**src/rtl/sched_pkg.sv**
```systemverilog
// Types and defaults shared by the non-zero monitor, the linear-rate calculator
// and the scheduler.
package sched_pkg;

  typedef enum logic [1:0] {
    IDLE  = 2'd0,
    COUNT = 2'd1,
    DONE  = 2'd2
  } nz_state_t;

  localparam int CNT_WIDTH_DEFAULT = 16;
  localparam int LANES_DEFAULT     = 4;

endpackage

```
**src/rtl/nz_lane_popcount.sv**
```systemverilog
// Counts the non-zero elements among the lowest `lanes` lanes of one beat.
module nz_lane_popcount #(
  parameter int LANES      = 4,
  parameter int DATA_WIDTH = 16
) (
  input  logic [LANES*DATA_WIDTH-1:0] act_dat,
  input  logic [$clog2(LANES+1)-1:0]  lanes,
  output logic [$clog2(LANES+1)-1:0]  count
);

  localparam int PW = $clog2(LANES + 1);

  always_comb begin
    count = '0;
    for (int i = 0; i < LANES; i++) begin
      if ((PW'(i) < lanes) && (|act_dat[i*DATA_WIDTH +: DATA_WIDTH])) begin
        count = count + PW'(1);
      end
    end
  end

endmodule

```
**src/rtl/nz_count_monitor.sv**
```systemverilog
// Counts non-zero activations of one layer and presents the num_nonzeros/shape
// pair until the consumer takes it.
module nz_count_monitor
  import sched_pkg::*;
#(
  parameter int DATA_WIDTH = 16,
  parameter int LANES      = LANES_DEFAULT,
  parameter int CNT_WIDTH  = CNT_WIDTH_DEFAULT
) (
  input  logic                        clk,
  input  logic                        reset,
  input  logic                        layer_vld,
  input  logic [CNT_WIDTH-1:0]        layer_shape,
  output logic                        layer_rdy,
  input  logic                        act_vld,
  input  logic [LANES*DATA_WIDTH-1:0] act_dat,
  output logic                        act_rdy,
  output logic                        nz_vld,
  output logic [CNT_WIDTH-1:0]        nz_dat,
  output logic [CNT_WIDTH-1:0]        shape_dat,
  input  logic                        nz_rdy,
  output logic                        overflow
);

  localparam int PW = $clog2(LANES + 1);

  nz_state_t            state;
  logic [CNT_WIDTH-1:0] remaining;
  logic [CNT_WIDTH-1:0] acc;
  logic [CNT_WIDTH-1:0] shape_q;
  logic                 ovf_q;
  logic [PW-1:0]        lanes;
  logic [PW-1:0]        pop;
  logic [CNT_WIDTH:0]   sat_sum;
  logic [CNT_WIDTH-1:0] rem_next;

  // Returns {saturated, value}; the add is done one bit wider to catch the carry.
  function automatic logic [CNT_WIDTH:0] sat_add(input logic [CNT_WIDTH-1:0] a,
                                                 input logic [PW-1:0]        p);
    logic [CNT_WIDTH:0] sum;
    sum = {1'b0, a} + {{(CNT_WIDTH+1-PW){1'b0}}, p};
    if (sum[CNT_WIDTH]) begin
      return {1'b1, {CNT_WIDTH{1'b1}}};
    end
    return {1'b0, sum[CNT_WIDTH-1:0]};
  endfunction

  always_comb begin
    if (remaining >= CNT_WIDTH'(LANES)) begin
      lanes = PW'(LANES);
    end else begin
      lanes = remaining[PW-1:0];
    end
  end

  nz_lane_popcount #(
    .LANES      (LANES),
    .DATA_WIDTH (DATA_WIDTH)
  ) u_popcount (
    .act_dat (act_dat),
    .lanes   (lanes),
    .count   (pop)
  );

  assign sat_sum  = sat_add(acc, pop);
  assign rem_next = remaining - CNT_WIDTH'(lanes);

  always_ff @(posedge clk) begin
    if (reset) begin
      state     <= IDLE;
      remaining <= '0;
      acc       <= '0;
      shape_q   <= '0;
      ovf_q     <= 1'b0;
    end else begin
      case (state)
        IDLE: begin
          if (layer_vld) begin
            shape_q   <= layer_shape;
            remaining <= layer_shape;
            acc       <= '0;
            ovf_q     <= 1'b0;
            state     <= (layer_shape == '0) ? DONE : COUNT;
          end
        end
        COUNT: begin
          if (act_vld) begin
            acc       <= sat_sum[CNT_WIDTH-1:0];
            remaining <= rem_next;
            if (sat_sum[CNT_WIDTH]) begin
              ovf_q <= 1'b1;
            end
            if (rem_next == '0) begin
              state <= DONE;
            end
          end
        end
        DONE: begin
          if (nz_rdy) begin
            state <= IDLE;
          end
        end
        default: state <= IDLE;
      endcase
    end
  end

  assign layer_rdy = (state == IDLE);
  assign act_rdy   = (state == COUNT);
  assign nz_vld    = (state == DONE);
  assign nz_dat    = acc;
  assign shape_dat = shape_q;
  assign overflow  = ovf_q;

endmodule

```
**config.mk**
```make
export PLATFORM = sky130hd
export DESIGN_NAME = nz_count_monitor
export DESIGN_NICKNAME = d
export VERILOG_FILES = /design/src/rtl/sched_pkg.sv /design/src/rtl/nz_lane_popcount.sv /design/src/rtl/nz_count_monitor.sv
export SDC_FILE = /design/constraint.sdc
export NUM_CORES = 1
export LEC_CHECK = 0
export BUFFER_PORTS_ARGS = -buffer_cell sky130_fd_sc_hd__buf_2
export CORE_MARGIN = 4
export CORE_UTILIZATION = 40
export DETAILED_ROUTE_END_ITERATION = 12
export GPL_ROUTABILITY_DRIVEN = 0
export GPL_TIMING_DRIVEN = 0
export HOLD_SLACK_MARGIN = 0.08
export PLACE_DENSITY = 0.7
export SYNTH_ARGS = -nofsm -noshare
export SYNTH_HDL_FRONTEND = slang
export SYNTH_SLANG_ARGS = --single-unit
```
**constraint.sdc**
```tcl
create_clock -name clk -period 4.49 [get_ports clk]
set_clock_uncertainty 0.2 [all_clocks]
set_input_delay 0.2245 -clock clk [delete_from_list [all_inputs] [get_ports clk]]
set_output_delay 0.2245 -clock clk [all_outputs]
set_load 0.01 [all_outputs]
```
# After elaboration in Yosys (flattened, before gate mapping)
# Index checks and enable logic that the tools add are counted.
# word_totals
reg_bits,51
input_bits,85
out_inout_bits,36
elab_cells,62
# op_classes
add_sub_neg,5
magnitude_cmp,5
n_eq_ne,7
n_mux,24
reduce_logical,16
# op_table
cell,count
16-bit 2-to-1 mux,4
16-bit case mux with 2 select lines,2
16-bit OR reduction,4
17-bit 2-to-1 mux,2
16-bit logical NOT,2
16-bit by 3-bit adder with 17-bit output,1
16-bit by 3-bit greater-or-equal comparator with 1-bit output (second input constant),1
16-bit by 3-bit subtractor with 16-bit output,1
3-bit 2-to-1 mux,4
2-bit 2-to-1 mux,5
4-bit AND reduction,2
3-bit by 1-bit adder with 3-bit output (second input constant),2
1-bit by 3-bit < comparator with 1-bit output (first input constant),2
2-bit by 3-bit < comparator with 1-bit output (first input constant),2
2-bit by 1-bit != test with 1-bit output (second input constant),3
2-bit case mux with 3 select lines,1
1-bit 2-to-1 mux,5
1-bit logical AND,4
2-bit != test (second input constant),2
3-bit AND reduction,1
1-bit by 1-bit adder with 2-bit output (second input constant),1
2-bit by 1-bit == test with 1-bit output (second input constant),1
2-bit == test (second input constant),1
2-bit logical NOT,1
other kinds (3),3

# Logic depth before layout (Yosys ltp)
# Gate-level depths: netlist of run 1.
# logic_depth
ltp_word,17
ltp_mapped,18
mapped_depth_nobuf,16

# Modules after synthesis
# Synthesis of run 1 repeated with hierarchy kept, for this count alone.
# hier_totals
hier_cells,433
area_unflattened_um2,3216.8
# modules_own_cells
module,instances,cells_per_inst,area_per_inst_um2,seq_area_each_um2
nz_count_monitor,1,394,2889.0,1021.0
nz_lane_popcount,1,39,327.8,0.0

# Worst setup path after synthesis of run 1
# No wires, ideal clock.
# synth_timing
path_kind,register to register
start,reg remaining[5]
end,reg acc[4] (netlist: nz_dat[4])
setup_ns,0.070
t_arrival_ns,3.730
required_time_ns,4.220
path_slack_ns,0.490
path_stages_with_launch,16
path_buffers,1
period_less_slack_ns,4.000
path_cell_list,dfxtp_1 -> nor4_4 -> nand4_4 -> o31a_1 -> ha_1 -> xnor2_1 -> xnor2_1 -> ha_1 -> inv_1 -> fa_1 -> nor2b_1 -> o2111ai_1 -> nor2_1 -> clkbuf_1 -> o21ai_0 -> a21oi_1
# synth_via
elab_chain_cells,16
word_cells_on_any_way,22
cone_classes,add/sub: 4; order compare: 5; mux: 9; reduce/logical: 4
# synth_rtl
element,line_no,source
start: declaration,nz_count_monitor.sv:28,logic [CNT_WIDTH-1:0] remaining;
start signal: assignment,nz_count_monitor.sv:80,remaining <= layer_shape;
start signal: assignment,nz_count_monitor.sv:89,remaining <= rem_next;
16-bit by 3-bit greater-or-equal comparator with 1-bit output (*),nz_count_monitor.sv:49,if (remaining >= CNT_WIDTH'(LANES)) begin
3-bit 2-to-1 mux (*),nz_count_monitor.sv:49,
1-bit by 3-bit < comparator with 1-bit output,nz_lane_popcount.sv:16,if ((PW'(i) < lanes) && (|act_dat[i*DATA_WIDTH +: DATA_WIDTH])) begin
1-bit logical AND,nz_lane_popcount.sv:16,
1-bit 2-to-1 mux,nz_lane_popcount.sv:16,
1-bit by 1-bit adder with 2-bit output,nz_lane_popcount.sv:17,count = count + PW'(1);
3-bit 2-to-1 mux,nz_lane_popcount.sv:16,
3-bit by 1-bit adder with 3-bit output,nz_lane_popcount.sv:17,
3-bit 2-to-1 mux,nz_lane_popcount.sv:16,
3-bit by 1-bit adder with 3-bit output,nz_lane_popcount.sv:17,
3-bit 2-to-1 mux (*),nz_lane_popcount.sv:16,
16-bit by 3-bit adder with 17-bit output (*),nz_count_monitor.sv:41,"sum = {1'b0, a} + {{(CNT_WIDTH+1-PW){1'b0}}, p};"
1-bit 2-to-1 mux,nz_count_monitor.sv:42,if (sum[CNT_WIDTH]) begin
17-bit 2-to-1 mux (*),nz_count_monitor.sv:45,"return {1'b0, sum[CNT_WIDTH-1:0]};"
16-bit 2-to-1 mux (*),nz_count_monitor.sv:87,if (act_vld) begin
16-bit case mux with 2 select lines (*),nz_count_monitor.sv:76,case (state)
end signal: assignment,nz_count_monitor.sv:88,acc <= sat_sum[CNT_WIDTH-1:0];
end: declaration,nz_count_monitor.sv:29,logic [CNT_WIDTH-1:0] acc;
# Mark *: on every way between the ends. The rest lies on a longest branch, timed or not. The select of a mux whose other input is x is not followed.
# A chain may end at the register's enable or synchronous reset.

# Worst setup path after layout of run 1
# Ends and elaborated chain as after synthesis.

==> results of run 1 <==
-- how the worst min path moves through the flow --
stage,startpoint,end,slack (ps)
after global placement,shape_dat[4],shape_dat[4],240
after CTS,layer_vld,state[0],130
after global routing,layer_vld,state[0],180
after detailed placement,shape_dat[5],shape_dat[5],250
after floorplan,layer_shape[10],shape_dat[10],160
final,layer_vld,state[0],150
-- routing by layer --
metal	up-vias	wire, um	part of all wire, %
met5	-	0	0
met4	0	124	1.1
met3	13	1150	11
met2	211	5150	47
met1	1775	4510	41
li1	1837	-	-
-- stage by stage --
| step | setup WS (ps) | cells | setup TNS [ps] | hold slack (ps) | power (mW) |
|---|---|---|---|---|---|
| final | 244 | 665 | 0 | 147 | 1.38 |
| after global routing | -29.4 | 665 | -49.7 | 177 | 1.46 |
| after CTS | 5.15 | 663 | 0 | 133 | 1.34 |
| after detailed placement | -339 | 638 | -3160 | 247 | 1.04 |
| after global placement | -294 | 638 | -2700 | 241 | 1.02 |
| after floorplan | 490 | 417 | 0 | 160 | 0.878 |
-- repair_timing --
action	in CTS	in global routing
setup endpoints to repair	11	17
hold buffers	16	0
gates resized for setup	3	8
pin swaps	2	2
setup buffers	1	2
hold endpoints to repair	20	0
-- flip-flops by register name (all words and copies together), names as in the netlist --
| name | cells |
|---|---|
| nz_dat | 16 |
| overflow | 1 |
| remaining | 16 |
| shape_dat | 16 |
| state | 2 |
-- Yosys cell counts, drive strengths merged (5+ instances only) --
cell,instances,area [um^2]
nand2,63,236
a21oi,51,255
dfxtp,51,1020
nor4,28,211
o21ai,28,148
nor2,26,97.6
clkbuf,19,71.3
nor3,12,75.1
inv,11,41.3
nand4,10,77.6
nand2b,9,56.3
a31oi,7,43.8
ha,7,87.6
nand3,7,35.0
a21o,6,45.0
and2,6,37.5
buf,5,23.8
mux2i,5,50.1
or3,5,31.3
-- cells by family (layout without fill, tap and decap cells) --
| group | after synthesis | after routing | synth area share (%) |
|---|---|---|---|
| compound gates | 129 | 129 | 25.4 |
| xor+xnor | 4 | 4 | 1.11 |
| fa+ha+maj | 8 | 8 | 3.41 |
| buf+inv | 35 | 181 | 4.33 |
| flops | 51 | 51 | 32.4 |
| mux | 7 | 7 | 2.30 |
| other cells | 1 | 1 | 0.119 |
| simple gates | 182 | 182 | 31.0 |
-- worst min-delay path: cells and delay by family --
| kind | cells | cell delay (ps) |
|---|---|---|
| buffers and inverters | 1 | 120 |
| AND/OR/NAND/NOR | 1 | 80 |
| AO/OA/AOI/OAI | 3 | 200 |
-- power by group through the flow --
stage	clock network [mW]	registers (mW)	logic [mW]
floorplan	0	0.535	0.343
global placement	0	0.534	0.490
detailed placement	0	0.535	0.506
CTS	0.293	0.525	0.522
global route	0.310	0.533	0.613
finish	0.292	0.528	0.558
-- area by class of cell --
| cell class | count | area share, % |
|---|---|---|
| inverter | 11 | 0.984 |
| tap | 102 | 3.04 |
| timing repair buffer | 138 | 18.5 |
| clock buffer | 7 | 2.06 |
| sequential | 51 | 24.3 |
| clock inverter | 1 | 0.209 |
| buffer | 24 | 2.30 |
| multi-input combinational | 331 | 48.5 |
==> impl_metrics.py, run 1 <==
metrics = {
    "worst_setup_path": {
        "cp-start-kind": "register",
        "timing.rr.end": "nz_dat[4]",
        "crit_fanout": 10,
        "r2r_setup_slack_ps": 240,
        "arrival_ps": 4290,
        "critPathLaunch": "remaining[5]",
        "slowest_delay_ps": 490,
        "reg2reg_from": "remaining[5]",
        "crit_required_ps": 4540,
        "crit_slowest_cell": "fa_1",
        "path_class": "reg -> reg",
        "crit_path_frequent_cell": "ha_1",
        "crit_family": "adder cells",
        "endpoint": "nz_dat[4]",
        "crit_chain": "nor4_4 > nand4_4 > o31a_1 > ha_1 > xnor2_2 > ha_1 > mux2i_1 > fa_1 > nor2b_4 > o2111ai_2 > nor2_2 > buf_2 > o21ai_0 > a21oi_1",
        "cp.depth": 14,
        "cp-end-kind": "register",
        "timing.critical_path.buf_inv": 1,
        "reg2reg_depth": 14,
    },
    "sta": {
        "period_share_pct": 94.6,
        "final-setup-viol-count": 0,
        "slew_headroom_pct": 55.0,
        "min_period_ps": 4250,
        "hold_viol_final": 0,
        "fmax_ghz": 0.236,
        "worstMarginPinSlew_ps": 673,
        "maxSlewViolCount": 0,
    },
    "yosys": {
        "syn_area_per_cell_um2": 7.56,
        "synthFlopType": "dfxtp_1",
        "synthesis.area_mm2": 0.00315,
        "synth-seq-cells": 51,
        "synth_cell_types": 62,
        "synth_nets": 510,
        "ys_warn_count": 0,
        "synth_edf_count": 0,
        "async_reset_ff_share_pct": 0,
        "yosysSeqAreaShare_pct": 32.4,
        "synth_cells": 417,
    },
    "cells_and_area": {
        "antenna_cells": 0,
        "fill_cells": 747,
        "finish.utilization_pct": 54.6,
        "postLayoutCellArea_mm2": 0.00420,
        "final_cell_mix": "buf_2, nand2_1, dfxtp_1",
        "final_nets": 655,
        "area_growth_pct": 33.1,
        "multi_input_area_mm2": 0.00204,
        "regArea_mm2": 0.00102,
        "drive_gt1_share_pct": 27.2,
        "final_common_cell": "buf_2",
    },
    "route": {
        "wirelength_um": 10900,
        "dr_total_vias": 3836,
        "drc": 0,
        "wl_per_cell_um": 16.4,
        "antenna_left": 0,
        "via_per_inst": 5.77,
        "dr.pass1.iters": 5,
        "drt-initial-drc-count": 341,
    },
    "floorplanning": {
        "die_w_um": 96.8,
        "core_area_mm2": 0.00769,
        "die_h_um": 96.8,
        "fp-row-count": 32,
        "start_util_pct": 41.0,
        "die_area_mm2": 0.00937,
        "ioPinCount": 121,
    },
    "power_and_ir_drop": {
        "p_per_area_mw_per_mm2": 328,
        "p_int_uw": 850,
        "p_clk_share_pct": 21.2,
        "p_comb_share_pct": 40.5,
        "p_sw_share_pct": 38.3,
        "p_leak_nw": 1.77,
        "vdd_drop_max_uv": 164,
        "switchingPower_uw": 528,
        "pwr-share-seq_pct": 38.3,
    },
    "status": {
        "status": "completed",
    },
    "placement": {
        "dpl.hpwl_um": 8180,
        "placed_area_mm2": 0.00388,
        "portBuffers": 119,
    },
    "min_path": {
        "hold_depth": 5,
        "hold_path_class": "in -> reg",
    },
    "grt": {
        "grt_pass1_wl_um": 17900,
        "grt_max_degree": 16,
        "antenna_found_initial": 0,
        "first_global_vias": 3643,
        "use_met3_pct": 7.14,
        "met2_usage_pct": 37.6,
        "busiest_layer": "met2",
        "grt_use_total_pct": 22.6,
        "overflow": 0,
        "use_met1_pct": 28.6,
    },
    "clocking": {
        "path_clk_slew_ps": 100,
        "cts_root_buffer": "clkbuf_8",
        "clkLatencyLatePin_ps": 320,
        "cts_sinks": 51,
        "htree_num_levels": 2,
        "cts_tree": "built",
        "cts_made_buffers": 5,
        "cts_buffer_depth": 2,
    },
    "run": {
        "drv_cap": 0,
    },
}
Note: power is estimated with default switching activity, not from simulation.
==> run 2, diff against run 1 <==
--- a/config.mk
+++ b/config.mk
@@ -13,6 +13,8 @@
 export GPL_TIMING_DRIVEN = 0
 export HOLD_SLACK_MARGIN = 0.08
 export PLACE_DENSITY = 0.7
+export SLEW_MARGIN = 20
 export SYNTH_ARGS = -nofsm -noshare
 export SYNTH_HDL_FRONTEND = slang
+export SYNTH_HIERARCHICAL = 1
 export SYNTH_SLANG_ARGS = --single-unit
==> run 2 against run 1 <==
The run now ends with negative setup slack left; final area increased by 7.9%; wire length rose by 3.2%; die area increased by 1.8%; global-route usage fell by 0.10 points; critical path depth is 2 higher; first-iteration DRC count rose by 13%.
==> impl_metrics.py, run 2 <==
metrics = {
    "cells_and_area": {
        "final_common_cell": "buf_2",
        "final_cell_mix": "buf_2, nand2_1, dfxtp_1",
        "postLayoutCellArea_mm2": 0.00453,
        "antenna_cells": 0,
        "area_growth_pct": 40.8,
        "final_nets": 682,
        "drive_gt1_share_pct": 32.2,
    },
    "clocking": {
        "cts_made_buffers": 5,
        "cts_buffer_depth": 2,
        "htree_num_levels": 2,
        "cts_sinks": 51,
        "path_clk_slew_ps": 100,
        "cts_root_buffer": "clkbuf_8",
        "cts_tree": "built",
        "clkLatencyLatePin_ps": 310,
    },
    "grt": {
        "antenna_found_initial": 0,
        "grt_max_degree": 17,
        "grt_use_total_pct": 22.5,
        "first_global_vias": 3770,
        "grt_pass1_wl_um": 18000,
        "overflow": 0,
    },
    "floorplanning": {
        "die_area_mm2": 0.00954,
        "die_h_um": 97.7,
        "ioPinCount": 121,
        "core_area_mm2": 0.00777,
        "start_util_pct": 41.4,
        "fp-row-count": 32,
        "die_w_um": 97.7,
    },
    "yosys": {
        "synthesis.area_mm2": 0.00322,
        "synth_cells": 433,
        "syn_area_per_cell_um2": 7.43,
        "synth-simple-area-share_pct": 30.0,
        "yosysSeqAreaShare_pct": 31.7,
        "synth_cell_types": 57,
        "synth_compound_area_share_pct": 26.1,
        "synthMuxAreaShare_pct": 1.28,
        "synth.area.top_cells": "dfxtp_1, a21oi_1, nand2_1",
        "synth_nets": 526,
        "synth-seq-cells": 51,
        "synthXorXnorAreaFrac_pct": 1.91,
        "synthFlopType": "dfxtp_1",
        "synth.most_common_cell": "nand2_1",
        "ys_warn_count": 6,
        "async_reset_ff_share_pct": 0,
        "synth_edf_count": 0,
        "synthAdderAreaFrac_pct": 3.35,
        "synth_top_family_by_area": "simple AND/OR/NAND/NOR gates",
        "synthTopCellsByCount": "nand2_1, dfxtp_1, a21oi_1, o21ai_0, nor2_1",
        "synth_top_area_share_pct": 31.7,
        "synth_area_leader_cell": "dfxtp_1",
    },
    "power_and_ir_drop": {
        "p_per_area_mw_per_mm2": 380,
        "p_leak_nw": 1.90,
        "vdd_drop_max_uv": 245,
    },
    "sta": {
        "timing.hold.ws_ps": 142,
        "fmax_ghz": 0.222,
        "hold_viol_final": 0,
        "min_period_ps": 4500,
        "final-setup-viol-count": 1,
        "slew_headroom_pct": 41.7,
        "worst_slack_ps": -9.04,
        "worstMarginPinSlew_ps": 866,
        "rsz0062_at_grt": "yes",
        "finalSetupTns_ps": -9.04,
        "period_share_pct": 100,
        "maxSlewViolCount": 0,
    },
    "route": {
        "top_layer_used": "met4",
        "routed-wl-met2_um": 5310,
        "via_per_inst": 5.83,
        "wl_per_cell_um": 16.3,
        "wirelength_um": 11300,
        "drt-initial-drc-count": 386,
        "drc": 0,
        "m1WireLength_um": 4680,
        "met3RoutedLength_um": 1110,
        "dr_total_vias": 4036,
        "dr.pass1.iters": 6,
        "antenna_left": 0,
    },
    "status": {
        "violations": "negative setup slack",
        "status": "finished, violations left",
    },
    "worst_setup_path": {
        "r2r_setup_slack_ps": -9,
        "cp-end-kind": "register",
        "reg2reg_from": "remaining[9]",
        "timing.rr.end": "nz_dat[13]",
        "crit_required_ps": 4480,
        "path_class": "reg -> reg",
        "cp-start-kind": "register",
        "reg2reg_depth": 16,
        "arrival_ps": 4490,
        "crit_fanout": 7,
    },
    "placement": {
        "pre_cts_slack_ps": -543,
        "dpl.hpwl_um": 8150,
        "placed_area_mm2": 0.00398,
        "portBuffers": 119,
    },
    "run": {
        "drv_cap": 0,
    },
    "min_path": {
        "hold_depth": 3,
        "holdPathEnd": "state[0]",
        "hold_path_class": "in -> reg",
        "hp-start": "nz_rdy",
    },
}
[run 2: cells by family (layout without fill, tap and decap cells)]
logic type | after synthesis | after routing
flip-flops | 51 | 51
AO/OA/AOI/OAI | 136 | 136
multiplexers | 4 | 4
AND/OR/NAND/NOR | 183 | 183
buffers and inverters | 43 | 200
adder cells (fa/ha/maj) | 8 | 8
other | 1 | 1
XOR/XNOR | 7 | 7
[run 2: worst max-delay path, stage by stage, from the launching register on]
cell and delay [ps]:
dfxtp_4 370, or4_4 600, nor4_4 380, inv_2 100, o31a_1 330, ha_4 250, xor2_2 170, ha_1 290
mux2_4 290, ha_4 260, a21o_1 160, a21oi_4 90, nor4_4 380, buf_4 180, a31oi_1 90, o21ai_1 140
a21oi_1 80
[run 2: final cells by class]
| type | count | area, um^2 |
|---|---|---|
| Sequential cell | 51 | 1030 |
| Inverter | 16 | 60.1 |
| Buffer | 25 | 113 |
| Timing Repair Buffer | 151 | 897 |
| Clock buffer | 5 | 68.8 |
| Tap cell | 102 | 128 |
| Multi-Input combinational cell | 339 | 2190 |
| Clock inverter | 3 | 43.8 |
| Fill cell | 712 | 3240 |
[run 2: worst max-delay path by stage]
stage / start / to / slack, ps / cells after the start
floorplan: remaining[6] / nz_dat[3] / 10 / 19
global placement: remaining[6] / nz_dat[11] / -480 / 20
detailed placement: remaining[6] / nz_dat[6] / -540 / 20
CTS: remaining[6] / nz_dat[2] / 8 / 19
global route: remaining[9] / nz_dat[13] / -170 / 17
finish: remaining[9] / nz_dat[13] / -9 / 16
[run 2: layer usage]
| layer | GRT usage (%) | vias up |
|---|---|---|
| met4 | 6.60 | 0 |
| li1 | - | 1901 |
| met1 | 29.1 | 1871 |
| met2 | 37.8 | 237 |
| met5 | 0 | - |
| met3 | 4.45 | 27 |
[run 2: through the flow]
stage	power, mW	std cells	util, %
after floorplan	1.07	433	-
after global placement	1.26	654	51.2
after detailed placement	1.28	654	51.2
after CTS	1.65	683	56.1
after global routing	1.84	692	58.3
final	1.72	692	58.3
[run 2: power breakdown]
| group | internal (mW) | leakage [nW] | total [mW] | switching (mW) |
|---|---|---|---|---|
| sequential | 0.498 | 0.418 | 0.551 | 0.0534 |
| combinational | 0.356 | 1.42 | 0.843 | 0.487 |
| clock | 0.166 | 0.0581 | 0.329 | 0.163 |
| total | 1.02 | 1.90 | 1.72 | 0.703 |
[run 2: what timing repair did]
item                                    in CTS  in global routing
gates resized for setup                     14                 35
cloned                                       0                  1
pin swaps                                    7                 24
hold endpoints to repair                    17                  0
endpoints found under the setup margin      17                 17
hold buffers                                16                  0
setup buffers                                5                 10
